[config.mk]
export PLATFORM = sky130hd
export DESIGN_NAME = i2c_byte_master_flat
export DESIGN_NICKNAME = d
export VERILOG_FILES = /design/src/rtl/i2c_byte_master_if.sv /design/src/rtl/i2c_byte_master.sv /design/src/flat_wrapper.sv
export SDC_FILE = /design/constraint.sdc
export NUM_CORES = 1
export LEC_CHECK = 0
export BUFFER_PORTS_ARGS = -buffer_cell sky130_fd_sc_hd__buf_2
export CAP_MARGIN = 20
export CELL_PAD_IN_SITES_DETAIL_PLACEMENT = 0
export CELL_PAD_IN_SITES_GLOBAL_PLACEMENT = 1
export CORE_AREA = 2 2 92 76
export CTS_CLUSTER_DIAMETER = 50
export CTS_CLUSTER_SIZE = 25
export DETAILED_ROUTE_END_ITERATION = 10
export DIE_AREA = 0 0 94 78
export PLACE_DENSITY = 0.64
export SYNTH_ARGS = -nofsm -noshare
export SYNTH_HDL_FRONTEND = slang
export SYNTH_SLANG_ARGS = --single-unit
[constraint.sdc]
create_clock -name clk -period 5.1 [get_ports clk]
set_clock_uncertainty 0.2 [all_clocks]
set_input_delay 1.53 -clock clk [delete_from_list [all_inputs] [get_ports clk]]
set_output_delay 1.53 -clock clk [all_outputs]
set_load 0.05 [all_outputs]
[src/rtl/i2c_byte_master_if.sv]
// Command/status handshake between a requester and the i2c_byte_master bit engine.
interface i2c_byte_master_if #(
    parameter int unsigned ADDR_W = 7,
    parameter int unsigned DATA_W = 8
);
    logic              start;
    logic              rw;
    logic [ADDR_W-1:0] slave_addr;
    logic [DATA_W-1:0] wdata;
    logic [DATA_W-1:0] rdata;
    logic              busy;
    logic              done;
    logic              ack_err;

    modport master (output start, rw, slave_addr, wdata, input rdata, busy, done, ack_err);
    modport slave  (input start, rw, slave_addr, wdata, output rdata, busy, done, ack_err);
endinterface

[src/rtl/i2c_byte_master.sv]
// Single-transaction I2C master: START, address+R/W, one data byte, ACK/NACK, STOP.
// Advances only on the half-period scl_tick; SCL/SDA are open-drain style outputs.
module i2c_byte_master #(
    parameter int unsigned ADDR_W = 7,
    parameter int unsigned DATA_W = 8
) (
    input  logic             clk,
    input  logic             rst_n,
    input  logic             scl_tick,
    input  logic             scl_in,
    input  logic             sda_in,
    output logic             scl_o,
    output logic             sda_o,
    output logic             sda_oe,
    i2c_byte_master_if.slave cmd
);
    localparam int unsigned AB_W  = ADDR_W + 1;
    localparam int unsigned CNT_W = $clog2(DATA_W);
    localparam logic [CNT_W-1:0] LAST_BIT = CNT_W'(DATA_W - 1);

    typedef enum logic [3:0] {
        S_IDLE, S_START, S_ADDR, S_ADDR_ACK, S_WR, S_WR_ACK, S_RD, S_RD_ACK, S_STOP
    } state_t;

    state_t            state_q;
    logic              phase_q;
    logic              upd_q;
    logic              fin_q;
    logic [CNT_W-1:0]  cnt_q;
    logic [DATA_W-1:0] sh_q;
    logic [DATA_W-1:0] wd_q;
    logic              rw_q;
    logic              scl_q;
    logic              sda_q;
    logic              oe_q;
    logic              busy_q;
    logic              done_q;
    logic              ack_err_q;
    logic [DATA_W-1:0] rdata_q;
    logic [AB_W-1:0]   addr_byte;

    assign addr_byte = {cmd.slave_addr, cmd.rw};

    always_ff @(posedge clk) begin
        if (!rst_n) begin
            state_q   <= S_IDLE;
            phase_q   <= 1'b0;
            upd_q     <= 1'b0;
            fin_q     <= 1'b0;
            cnt_q     <= '0;
            sh_q      <= '0;
            wd_q      <= '0;
            rw_q      <= 1'b0;
            scl_q     <= 1'b1;
            sda_q     <= 1'b1;
            oe_q      <= 1'b0;
            busy_q    <= 1'b0;
            done_q    <= 1'b0;
            ack_err_q <= 1'b0;
            rdata_q   <= '0;
        end else begin
            done_q <= 1'b0;
            upd_q  <= 1'b0;

            // SDA moves one clk after SCL falls to give the slave hold margin
            if (upd_q) begin
                unique case (state_q)
                    S_ADDR, S_WR: begin
                        oe_q  <= 1'b1;
                        sda_q <= sh_q[DATA_W-1];
                    end
                    S_ADDR_ACK, S_WR_ACK, S_RD: begin
                        oe_q  <= 1'b0;
                        sda_q <= 1'b1;
                    end
                    S_RD_ACK: begin
                        oe_q  <= 1'b1;
                        sda_q <= 1'b1;
                    end
                    S_STOP: begin
                        oe_q  <= 1'b1;
                        sda_q <= 1'b0;
                    end
                    default: ;
                endcase
            end

            if (fin_q) begin
                fin_q   <= 1'b0;
                done_q  <= 1'b1;
                busy_q  <= 1'b0;
                state_q <= S_IDLE;
            end else if (state_q == S_IDLE) begin
                if (cmd.start) begin
                    sh_q      <= DATA_W'(addr_byte);
                    wd_q      <= cmd.wdata;
                    rw_q      <= cmd.rw;
                    busy_q    <= 1'b1;
                    ack_err_q <= 1'b0;
                    phase_q   <= 1'b0;
                    cnt_q     <= '0;
                    state_q   <= S_START;
                end
            end else if (scl_tick) begin
                if (!phase_q) begin
                    phase_q <= 1'b1;
                    if (state_q == S_START) begin
                        oe_q  <= 1'b1;
                        sda_q <= 1'b0;
                    end else begin
                        scl_q <= 1'b1;
                    end
                end else if (state_q == S_START) begin
                    phase_q <= 1'b0;
                    scl_q   <= 1'b0;
                    upd_q   <= 1'b1;
                    state_q <= S_ADDR;
                end else if (state_q == S_STOP) begin
                    phase_q <= 1'b0;
                    sda_q   <= 1'b1;
                    oe_q    <= 1'b0;
                    fin_q   <= 1'b1;
                end else if (scl_in) begin
                    // High-to-low half: sample, drop SCL; held off while a slave stretches
                    phase_q <= 1'b0;
                    scl_q   <= 1'b0;
                    upd_q   <= 1'b1;
                    unique case (state_q)
                        S_ADDR, S_WR, S_RD: begin
                            sh_q  <= {sh_q[DATA_W-2:0], sda_in};
                            cnt_q <= cnt_q + CNT_W'(1);
                            if (cnt_q == LAST_BIT) begin
                                if (state_q == S_ADDR) begin
                                    state_q <= S_ADDR_ACK;
                                end else if (state_q == S_WR) begin
                                    state_q <= S_WR_ACK;
                                end else begin
                                    rdata_q <= {sh_q[DATA_W-2:0], sda_in};
                                    state_q <= S_RD_ACK;
                                end
                            end
                        end
                        S_ADDR_ACK: begin
                            if (sda_in) begin
                                ack_err_q <= 1'b1;
                                state_q   <= S_STOP;
                            end else if (rw_q) begin
                                state_q <= S_RD;
                            end else begin
                                sh_q    <= wd_q;
                                state_q <= S_WR;
                            end
                        end
                        S_WR_ACK: begin
                            ack_err_q <= sda_in;
                            state_q   <= S_STOP;
                        end
                        S_RD_ACK: state_q <= S_STOP;
                        default: ;
                    endcase
                end
            end
        end
    end

    assign scl_o       = scl_q;
    assign sda_o       = sda_q;
    assign sda_oe      = oe_q;
    assign cmd.rdata   = rdata_q;
    assign cmd.busy    = busy_q;
    assign cmd.done    = done_q;
    assign cmd.ack_err = ack_err_q;
endmodule
[src/flat_wrapper.sv]
// flat-port wrapper written by rule: the top's interface ports become plain ports
module i2c_byte_master_flat 
#(
    parameter int unsigned ADDR_W = 7,
    parameter int unsigned DATA_W = 8
)
  (clk, rst_n, scl_tick, scl_in, sda_in, scl_o, sda_o, sda_oe, cmd_start, cmd_rw, cmd_slave_addr, cmd_wdata, cmd_rdata, cmd_busy, cmd_done, cmd_ack_err);
  i2c_byte_master_if #(.ADDR_W(ADDR_W), .DATA_W(DATA_W)) cmd_i ();
  input  logic clk;
  input  logic rst_n;
  input  logic scl_tick;
  input  logic scl_in;
  input  logic sda_in;
  output logic scl_o;
  output logic sda_o;
  output logic sda_oe;
  input wire logic [$bits(cmd_i.start)-1:0] cmd_start;
  input wire logic [$bits(cmd_i.rw)-1:0] cmd_rw;
  input wire logic [$bits(cmd_i.slave_addr)-1:0] cmd_slave_addr;
  input wire logic [$bits(cmd_i.wdata)-1:0] cmd_wdata;
  output wire logic [$bits(cmd_i.rdata)-1:0] cmd_rdata;
  output wire logic [$bits(cmd_i.busy)-1:0] cmd_busy;
  output wire logic [$bits(cmd_i.done)-1:0] cmd_done;
  output wire logic [$bits(cmd_i.ack_err)-1:0] cmd_ack_err;
  assign cmd_i.start = cmd_start;
  assign cmd_i.rw = cmd_rw;
  assign cmd_i.slave_addr = cmd_slave_addr;
  assign cmd_i.wdata = cmd_wdata;
  assign cmd_rdata = cmd_i.rdata;
  assign cmd_busy = cmd_i.busy;
  assign cmd_done = cmd_i.done;
  assign cmd_ack_err = cmd_i.ack_err;
  i2c_byte_master #(.ADDR_W(ADDR_W), .DATA_W(DATA_W)) u_core (.clk(clk), .rst_n(rst_n), .scl_tick(scl_tick), .scl_in(scl_in), .sda_in(sda_in), .scl_o(scl_o), .sda_o(sda_o), .sda_oe(sda_oe), .cmd(cmd_i));
endmodule
== Yosys cells after proc, flatten, opt, wreduce, memory -nomap -nowiden ==
Index checks and enable logic that the tools add are counted.

* Bits in latches: 0
* Output and inout bits: 14
* Bits in read-only memories: 0
* Input port bits: 22
* Memories kept: 0
* Flip-flop bits (word level): 41
* Bits in writable memories: 0
* Word-level logic and storage cells: 146

* Equal/unequal tests: 20
* Shifts and indexed selects: 0
* Magnitude comparators: 0
* Multiply operators: 0
* Divide/modulo/power cells: 0
* Muxes and demuxes: 74
* Add/sub/neg operators: 1
* Bitwise logic cells: 9
* Reduce and logical (&&, ||, !) cells: 27

{| class="wikitable"
|+ Operators by type and width
! kind !! number
|-
| $mux 8 || 9
|-
| $mux 1 || 40
|-
| $mux 4 || 10
|-
| $mux 3 || 8
|-
| $eq 4x3->1 const B || 4
|-
| $pmux 8 s2 || 1
|-
| $pmux 4 s3 || 1
|-
| $reduce_and 11->1 || 1
|-
| $reduce_and 10->1 || 1
|-
| $ne 3x3->1 const B || 3
|-
| $not 1->1 || 9
|-
| $reduce_and 9->1 || 1
|-
| $reduce_bool 3->1 || 3
|-
| $eq 4x2->1 const B || 2
|-
| $reduce_and 8->1 || 1
|-
| $reduce_bool 2->1 || 4
|-
| $reduce_or 4->1 || 2
|-
| $reduce_and 7->1 || 1
|-
| $ne 2x1->1 const B || 3
|-
| $ne 3x2->1 const B || 2
|-
| $reduce_and 3->1 || 2
|-
| $reduce_and 6->1 || 1
|-
| $reduce_or 2->1 || 3
|-
| $reduce_or 3->1 || 2
|-
| 15 further kinds || 17
|}

== Logic depth before layout (Yosys ltp) ==
Gate-level depths: netlist of run 1.

* Depth after elaboration: 11
* Depth in mapped cells: 7
* Gate-level depth less buffers: 6

== Worst setup path after synthesis of run 1 ==
No wires, ideal clock.

* Kind: input -> register
* Start point: in sda_in
* End point: reg u_core.sh_q[0]
* Path slack: 2.002 ns
* Buffers on the path: 0
* Arrival time: 2.777 ns
* Library setup time: 0.122 ns
* Required time: 4.778 ns
* Stages on the path: 4
* Cells stage by stage: or4b_2 a221oi_2 a21oi_1 o2bb2ai_1

* Cells in the longest elaborated chain, start to end: 7
* Elaborated cells on any way between the ends: 9
* Those cells by class: eq/ne (1); mux (7); reduce/logical (1)

{| class="wikitable"
|+ Ends and longest elaborated chain
! what !! line !! RTL
|-
| start: declaration || flat_wrapper.sv:13 || <nowiki>input logic sda_in;</nowiki>
|-
| $pmux 8 s2 || i2c_byte_master.sv:128 || <nowiki>unique case (state_q)</nowiki>
|-
| $mux 8 || i2c_byte_master.sv:123 || <nowiki>end else if (scl_in) begin</nowiki>
|-
| $mux 8 || i2c_byte_master.sv:118 || <nowiki>end else if (state_q == S_STOP) begin</nowiki>
|-
| $mux 8 || i2c_byte_master.sv:113 || <nowiki>end else if (state_q == S_START) begin</nowiki>
|-
| $mux 8 || i2c_byte_master.sv:105 || <nowiki>if (!phase_q) begin</nowiki>
|-
| $mux 8 || i2c_byte_master.sv:104 || <nowiki>end else if (scl_tick) begin</nowiki>
|-
| $mux 8 || i2c_byte_master.sv:93 || <nowiki>end else if (state_q == S_IDLE) begin</nowiki>
|-
| end signal: assignment || i2c_byte_master.sv:95 || <nowiki>sh_q <= DATA_W'(addr_byte);</nowiki>
|-
| end signal: assignment || i2c_byte_master.sv:130 || <nowiki>sh_q <= {sh_q[DATA_W-2:0], sda_in};</nowiki>
|-
| end signal: assignment || i2c_byte_master.sv:150 || <nowiki>sh_q <= wd_q;</nowiki>
|-
| end: declaration || i2c_byte_master.sv:30 || <nowiki>logic [DATA_W-1:0] sh_q;</nowiki>
|}

Parallel ways exist; a longest one is shown, timed or not. The select of a mux whose other input is x is not followed.
A chain may end at the register's enable or synchronous reset.

== Worst setup path after layout of run 1 ==
* Start point: in sda_in
* End point: reg u_core.sh_q[1]

* Cells in the longest elaborated chain, start to end: 2

{| class="wikitable"
|+ Ends and longest elaborated chain
! what
|-
| $ne 3x2->1 (no source line)
|-
| $reduce_and 10->1 (no source line)
|}

No other way between the ends.

==> results of run 1 <==
final cells by class:
class,count,area (um^2)
Clock inverter,1,7.507
Clock buffer,7,76.32
Multi-Input combinational cell,174,1269
Inverter,5,18.77
Tap cell,84,105.1
Sequential cell,41,820.8
Timing Repair Buffer,38,197.7
Fill cell,665,3849
cell families after synthesis:
group	share of synthesized area [%]
flip-flops	37.42
AO/OA/AOI/OAI	20.25
XOR/XNOR	0.3994
AND/OR/NAND/NOR	20.54
buffers and inverters	4.734
multiplexers	15.52
adder cells (fa/ha/maj)	1.141
state kept, by name, summed over array words and instances (netlist names):
| register | count |
|---|---|
| u_core.cmd.ack_err | 1 |
| u_core.cmd.busy | 1 |
| u_core.cmd.done | 1 |
| u_core.cmd.rdata | 8 |
| u_core.cnt_q | 3 |
| u_core.fin_q | 1 |
| u_core.phase_q | 1 |
| u_core.rw_q | 1 |
| u_core.scl_o | 1 |
| u_core.sda_o | 1 |
| u_core.sda_oe | 1 |
| u_core.sh_q | 8 |
| u_core.state_q | 4 |
| u_core.upd_q | 1 |
| u_core.wd_q | 8 |
metal layers:
layer	share of wire [%]	vias up
li1	-	947
met4	1.5	0
met3	3.9	8
met5	0	-
met2	40	38
met1	54	864
through the flow:
step,hold slack (ns),instance area (um^2),utilization (%),std cells
2_1_floorplan,0.2334,2193,-,238
3_3_place_gp,0.2545,2411,38.01,342
3_5_place_dp,0.2526,2411,38.01,342
4_1_cts,0.2715,2495,39.33,350
5_1_grt,0.2866,2495,39.33,350
6_report,0.2688,2495,39.33,350
cell usage after synthesis (3+ instances only):
master                      count
sky130_fd_sc_hd__o21ai_0       11
sky130_fd_sc_hd__nand3_1        6
sky130_fd_sc_hd__nor2b_1        3
sky130_fd_sc_hd__nor2_1        27
sky130_fd_sc_hd__dfxtp_1       41
sky130_fd_sc_hd__clkbuf_1      12
sky130_fd_sc_hd__inv_1          4
sky130_fd_sc_hd__o41ai_1        4
sky130_fd_sc_hd__nand2_1        8
sky130_fd_sc_hd__o2bb2ai_1      9
sky130_fd_sc_hd__mux2i_1       25
sky130_fd_sc_hd__mux2_2         8
sky130_fd_sc_hd__nor3_1         3
sky130_fd_sc_hd__nand4_1        3
sky130_fd_sc_hd__a21oi_1       16
sky130_fd_sc_hd__or2_2          4
sky130_fd_sc_hd__nor4b_1        3
sky130_fd_sc_hd__nand2b_1       4
cells in the final DEF (no fill, tap or decap), types with 2 or more instances in the layout:
cell,count
sky130_fd_sc_hd__buf_4,3
sky130_fd_sc_hd__o311ai_0,2
sky130_fd_sc_hd__inv_1,4
sky130_fd_sc_hd__buf_2,35
sky130_fd_sc_hd__nor3_1,3
sky130_fd_sc_hd__nor2b_1,3
sky130_fd_sc_hd__mux2_2,8
sky130_fd_sc_hd__clkbuf_8,5
sky130_fd_sc_hd__or4_1,2
sky130_fd_sc_hd__and3b_1,2
sky130_fd_sc_hd__nor2_1,27
sky130_fd_sc_hd__o41ai_1,4
sky130_fd_sc_hd__a211o_1,2
sky130_fd_sc_hd__a221oi_1,2
sky130_fd_sc_hd__mux2i_1,25
sky130_fd_sc_hd__o2bb2ai_1,9
sky130_fd_sc_hd__nand3b_1,2
sky130_fd_sc_hd__nand3_1,6
sky130_fd_sc_hd__nand2b_1,4
sky130_fd_sc_hd__nor4_1,2
sky130_fd_sc_hd__a21oi_1,16
sky130_fd_sc_hd__nor4b_1,3
sky130_fd_sc_hd__or2_2,4
sky130_fd_sc_hd__o21ai_0,11
sky130_fd_sc_hd__nand4_1,3
sky130_fd_sc_hd__clkbuf_1,2
sky130_fd_sc_hd__or3_1,2
sky130_fd_sc_hd__dfxtp_1,41
sky130_fd_sc_hd__ha_1,2
sky130_fd_sc_hd__o32ai_1,2
sky130_fd_sc_hd__nand2_1,8
worst max-delay path: stages:
cell and delay [ns]:
sky130_fd_sc_hd__buf_2 0.15, sky130_fd_sc_hd__or4b_2 0.65, sky130_fd_sc_hd__a221oi_2 0.29, sky130_fd_sc_hd__nand3_1 0.30, sky130_fd_sc_hd__o2bb2ai_1 0.25
worst paths after layout:
check | from | to | slack (ns) | depth (start not counted)
setup / recovery | sda_in | u_core.sh_q[1] | 1.95 | 5
hold / removal | u_core.sh_q[7] | u_core.sh_q[7] | 0.27 | 1
setup reg to reg | u_core.state_q[1] | u_core.sh_q[1] | 2.43 | 4
hold reg to reg | u_core.sh_q[7] | u_core.sh_q[7] | 0.27 | 1
where the power goes:
part / leakage (nW) / internal, mW / switching, mW / total (mW)
logic: 0.606 / 0.238 / 0.315 / 0.552
clock network: 0.0385 / 0.0969 / 0.116 / 0.213
registers: 0.334 / 0.381 / 0.0679 / 0.449
total: 0.978 / 0.716 / 0.498 / 1.21
==> impl_summary.txt, run 1 <==
----------------------------------------------------
[Place]
  Input/output buffers ... 35
  Half-perimeter wire length of the detailed placement result ... between 3 and 4 mm
  Setup WS pre-CTS ... 1.659 ns
  Final estimated routing congestion in global placement ... 0.7423

[Clock network]
  Total setup buffers inserted after CTS ... 0
  Post-cts repair resize count ... 0
  Sinks on the clock net ... 41
  Root Buffer ... sky130_fd_sc_hd__clkbuf_8
  Clock latency at the later pin of the worst-skew pair ... roughly 0.30 ns
  CTS clk-pin slew, worst paths ... around 0.080 ns
  TritonCTS buffer count ... 5
  Count of hold buffers inserted by post-cts repair ... 0
  H-tree levels ... 2
  Clock tree from TritonCTS ... yes
  CTS max path bufs ... 2

[Synth]
  Count of flip-flops with a built-in enable after synthesis ... 0
  Post-Synthesis Cells ... about 240
  Dominant synthesized flop cell ... sky130_fd_sc_hd__dfxtp_1
  Synthesized flop and latch total ... 41
  Post-synth ARST share ... 0%
  Number of warnings reported in the yosys synthesis log ... 0
  Synthesized area divided by synthesized cell count ... a little over 9 um^2
  Main area contributors after synthesis ... sky130_fd_sc_hd__dfxtp_1 37%, sky130_fd_sc_hd__mux2i_1 11%, sky130_fd_sc_hd__nor2_1 4.6%
  Post-synthesis cell area ... between 2000 and 2500 um^2
  Sequential fraction of the synthesis area ... between 30% and 40%
  Post-synth top area cell ... sky130_fd_sc_hd__dfxtp_1
  Number of different library cells in the post-synthesis netlist ... 52
  Proportion of netlist area held by the largest area contributor ... between 30% and 40%
  Synth Net Count ... approximately 260

[Final layout]
  Number of nets in the final layout ... roughly 290
  Layout Area Growth over Synthesis ... 13.75%
  Layout cells sized above 1 ... about a quarter
  ANT cells ... 0

[Power and ir drop]
  Peak supply drop ... between 0.00015 and 0.0002 V
  Leakage ... 0.9783 nW
  Power per cell area ... just under 500 nW/um^2
  Post-layout total power ... between 1 and 1.5 mW

[Drt]
  Detailed-router iteration count before antenna repair ... 4
  Iteration-0 DRC Markers ... 96
  Post-DR wirelength/cell ... 15.71 um
  Routed wire length ... between 5 and 6 mm
  Overall via count from detail_route ... about 1.9k
  Remaining design rule violation count ... 0
  Number of nets with antenna violations after routing ... 0
  Routed vias/inst ... 5.306

[STA]
  Min Tclk post-route ... ~3.1 ns
  Pin slew with the least headroom to its limit ... 0.8866 ns
  Number of setup violations in the final report ... 0
  Crit path setup slack, layout ... just under 2 ns
  RSZ-0062 raised after global routing ... false
  Final slew viol count ... 0
  Period utilisation layout ... about 60%
  Maximum clock frequency ... 317.5 MHz
  Setup TNS ... 0 ns
  Headroom to the max-slew limit ... between 40% and 50%
  Number of failing hold endpoints at the final stage ... 0

[Setup path]
  Required time worst endpoint ... ~5 ns
  Worst setup SP type ... primary input
  Critical path endpoint category ... register
  Setup Crit Path Kind ... in -> reg
  Critical path fanouts, max ... 8
  WP data arrival ... 3.17 ns

[Global route]
  Vias in the first global route ... between 1.5k and 2k
  GR Layer Usage met2 ... roughly 20%
  Maximum number of pins on one net before global-route repair ... 28
  GRT Max-Usage Layer ... met1
  Global routing met3 resource utilization ... 3.010%
  Met1 layer usage reported by global route ... roughly a quarter
  Tot GR Track Use ... between 10% and 20%
  Remaining Overflow, GRT ... 0
  Wire length of the first global-routing pass ... just over 9 mm
  Antenna violations before repair ... 0

[Die]
  Std cell rows ... 26
  Horizontal die dimension ... between 90 and 100 um
  Die footprint ... roughly 7300 um^2
  IO Count ... 36
  Area of the core ... around 6300 um^2
  Die height ... 78 um
  Starting density of the core ... between 30% and 40%

[Min path]
  Worst min-delay path category ... reg -> reg

[Run]
  Max-cap violations ... 0

[Status]
  Result of the run ... completed

----------------------------------------------------
(Power assumes the default switching activity.)
==> run 2, diff against run 1 <==
--- a/config.mk
+++ b/config.mk
@@ -14,7 +14,7 @@
 export CTS_CLUSTER_SIZE = 25
 export DETAILED_ROUTE_END_ITERATION = 10
 export DIE_AREA = 0 0 94 78
-export PLACE_DENSITY = 0.64
+export PLACE_DENSITY = 0.67
 export SYNTH_ARGS = -nofsm -noshare
 export SYNTH_HDL_FRONTEND = slang
 export SYNTH_SLANG_ARGS = --single-unit
==> constraint.sdc (replaced) <==
create_clock -name clk -period 2.8 [get_ports clk]
set_clock_uncertainty 0.2 [all_clocks]
set_input_delay 0.84 -clock clk [delete_from_list [all_inputs] [get_ports clk]]
set_output_delay 0.84 -clock clk [all_outputs]
set_load 0.05 [all_outputs]
==> run 2 against run 1 <==
Die area is the same. Routed wire length shrank 0.93%. Register-to-register slack lost 2.1 ns. Clock-buffer cell count shrank 2. Largest power group unchanged. Worst hold slack gained 0.013 ns. Worst setup slack lost 1.6 ns. Non-clock buffer count grew 8. Sequential share of layout area shrank 1.4 points. First-iteration DRC count grew 15%.
==> impl_summary.txt, run 2 (same netlist as run 1, synthesis figures left out) <==
----------------------------------------------------
[Final layout]
  Multi-input gate area in the final layout ... 1269 um^2
  Layout Area Growth over Synthesis ... 18.94%
  Number of nets in the final layout ... approximately 300
  Finished Layout Cells ... about 360
  Final cell area excluding filler cells ... 2609 um^2
  Most frequent standard cell in the layout excluding fill and tap cells ... sky130_fd_sc_hd__dfxtp_1
  Area used by sequential logic in the layout ... a little over 800 um^2
  Commonest non-fill, non-tap cells in the layout ... 41 x sky130_fd_sc_hd__dfxtp_1, 35 x sky130_fd_sc_hd__buf_2, 27 x sky130_fd_sc_hd__nor2_1
  ANT cells ... 0
  Layout cells sized above 1 ... ~27%
  Fillers ... 656

[Min path]
  Worst min-delay path category ... reg -> reg

[STA]
  Pin slew with the least headroom to its limit ... approximately 0.66 ns
  Number of setup violations in the final report ... 0
  Headroom to the max-slew limit ... a little under three fifths
  RSZ-0062 raised after global routing ... false
  Maximum clock frequency ... between 400 and 500 MHz
  Setup TNS ... 0 ns
  Crit path setup slack, layout ... 0.3747 ns
  Min Tclk post-route ... approximately 2.4 ns
  Period utilisation layout ... slightly below 90%
  Worst hold-check slack ... roughly 0.28 ns
  Final slew viol count ... 0
  Number of failing hold endpoints at the final stage ... 0

[Setup path]
  Cell family with most CP delay ... simple AND/OR/NAND/NOR gates
  Maximum single-stage delay on the critical path ... 0.67 ns
  Worst setup SP type ... register
  Critical path, cell by cell ... buf_4, or4b_2, a221oi_2, nand3_1, o2bb2ai_1
  WP data arrival ... ~2.4 ns
  Critical path endpoint category ... register
  Setup slack on the worst flop-to-flop path ... roughly 0.37 ns
  Setup Crit Path Kind ... reg -> reg
  Slowest stage cell on the critical path ... sky130_fd_sc_hd__or4b_2
  Critical path fanouts, max ... 9
  Required time worst endpoint ... around 2.8 ns
  Bufs and invs on worst path ... 1

[Place]
  Setup WS pre-CTS ... between 0.08 and 0.09 ns
  Half-perimeter wire length of the detailed placement result ... 3.967 mm
  Placement-stage cell area ... roughly 2500 um^2
  Final estimated routing congestion in global placement ... 0.7525
  Post-placement cell count ... 350
  Input/output buffers ... 35

[Drt]
  Routed vias/inst ... ~5.3
  Remaining design rule violation count ... 0
  Detailed-router iteration count before antenna repair ... 4
  Post-DR wirelength/cell ... about 15 um
  Number of nets with antenna violations after routing ... 0
  Routed wire length ... about 5.4 mm
  Overall via count from detail_route ... approximately 1.9k
  Iteration-0 DRC Markers ... between 100 and 150

[Global route]
  Wire length of the first global-routing pass ... around 9 mm
  GR Layer Usage met2 ... around 22%
  Met1 layer usage reported by global route ... about 25%
  GRT Max-Usage Layer ... met1
  Maximum number of pins on one net before global-route repair ... 21
  Tot GR Track Use ... around 16%
  Global routing met3 resource utilization ... 2.913%
  Remaining Overflow, GRT ... 0
  Antenna violations before repair ... 0
  Vias in the first global route ... around 1.8k

[Die]
  Area of the core ... 6344 um^2
  Die footprint ... 7332 um^2
  Std cell rows ... 26
  Starting density of the core ... about a third
  IO Count ... 36
  Horizontal die dimension ... 94 um
  Die height ... between 70 and 80 um

[Clock network]
  H-tree levels ... 2
  Clock latency at the later pin of the worst-skew pair ... about 0.3 ns
  Clock tree from TritonCTS ... yes
  Count of hold buffers inserted by post-cts repair ... 0
  Total setup buffers inserted after CTS ... 0
  CTS max path bufs ... 2
  Sinks on the clock net ... a little over 40
  TritonCTS buffer count ... 5
  CTS clk-pin slew, worst paths ... 0.09 ns
  Root Buffer ... sky130_fd_sc_hd__clkbuf_8
  Post-cts repair resize count ... 0

[Power and ir drop]
  Peak supply drop ... roughly 0.00033 V
  Power per cell area ... 934.3 nW/um^2
  Leakage ... 1.050 nW

[Status]
  Result of the run ... completed

[Run]
  Max-cap violations ... 0

----------------------------------------------------
## run 2: layout make-up
cell class / count / area share [%]
Tap cell: 84 / 4.029
Multi-Input combinational cell: 174 / 48.63
Timing Repair Buffer: 46 / 9.880
Clock buffer: 5 / 2.638
Sequential cell: 41 / 31.46
Inverter: 5 / 0.7194
Clock inverter: 3 / 2.638
## run 2: power breakdown
| group | leakage, nW | internal (mW) | switching [mW] |
|---|---|---|---|
| logic | 0.647 | 0.456 | 0.572 |
| clock network | 0.0687 | 0.359 | 0.228 |
| registers | 0.334 | 0.695 | 0.127 |
## run 2: worst reg2reg max path, cell delays in order (launching register included)
cell	delay, ns
sky130_fd_sc_hd__dfxtp_1	0.43
sky130_fd_sc_hd__buf_4	0.22
sky130_fd_sc_hd__or4b_2	0.67
sky130_fd_sc_hd__a221oi_2	0.30
sky130_fd_sc_hd__nand3_1	0.30
sky130_fd_sc_hd__o2bb2ai_1	0.23
## run 2: through the flow
stage	power [mW]	utilization, %
global route	2.603	41.12
detailed placement	1.854	38.95
global placement	1.863	38.95
floorplan	1.640	-
finish	2.437	41.12
CTS	2.446	41.12
## run 2: path summary, 6_finish.rpt
check                    startpoint        endpoint  cells past startpoint
setup / recovery  u_core.state_q[2]  u_core.sh_q[4]                      5
hold / removal       u_core.sh_q[7]  u_core.sh_q[7]                      1
hold reg to reg      u_core.sh_q[7]  u_core.sh_q[7]                      1
setup reg to reg  u_core.state_q[2]  u_core.sh_q[4]                      5
## run 2: metal layers
metal  part of all wire, %  vias up
li1                      -      964
met1                    53      889
met2                    42       38
met3                   4.3        2
met4                  0.55        0
met5                     0        -
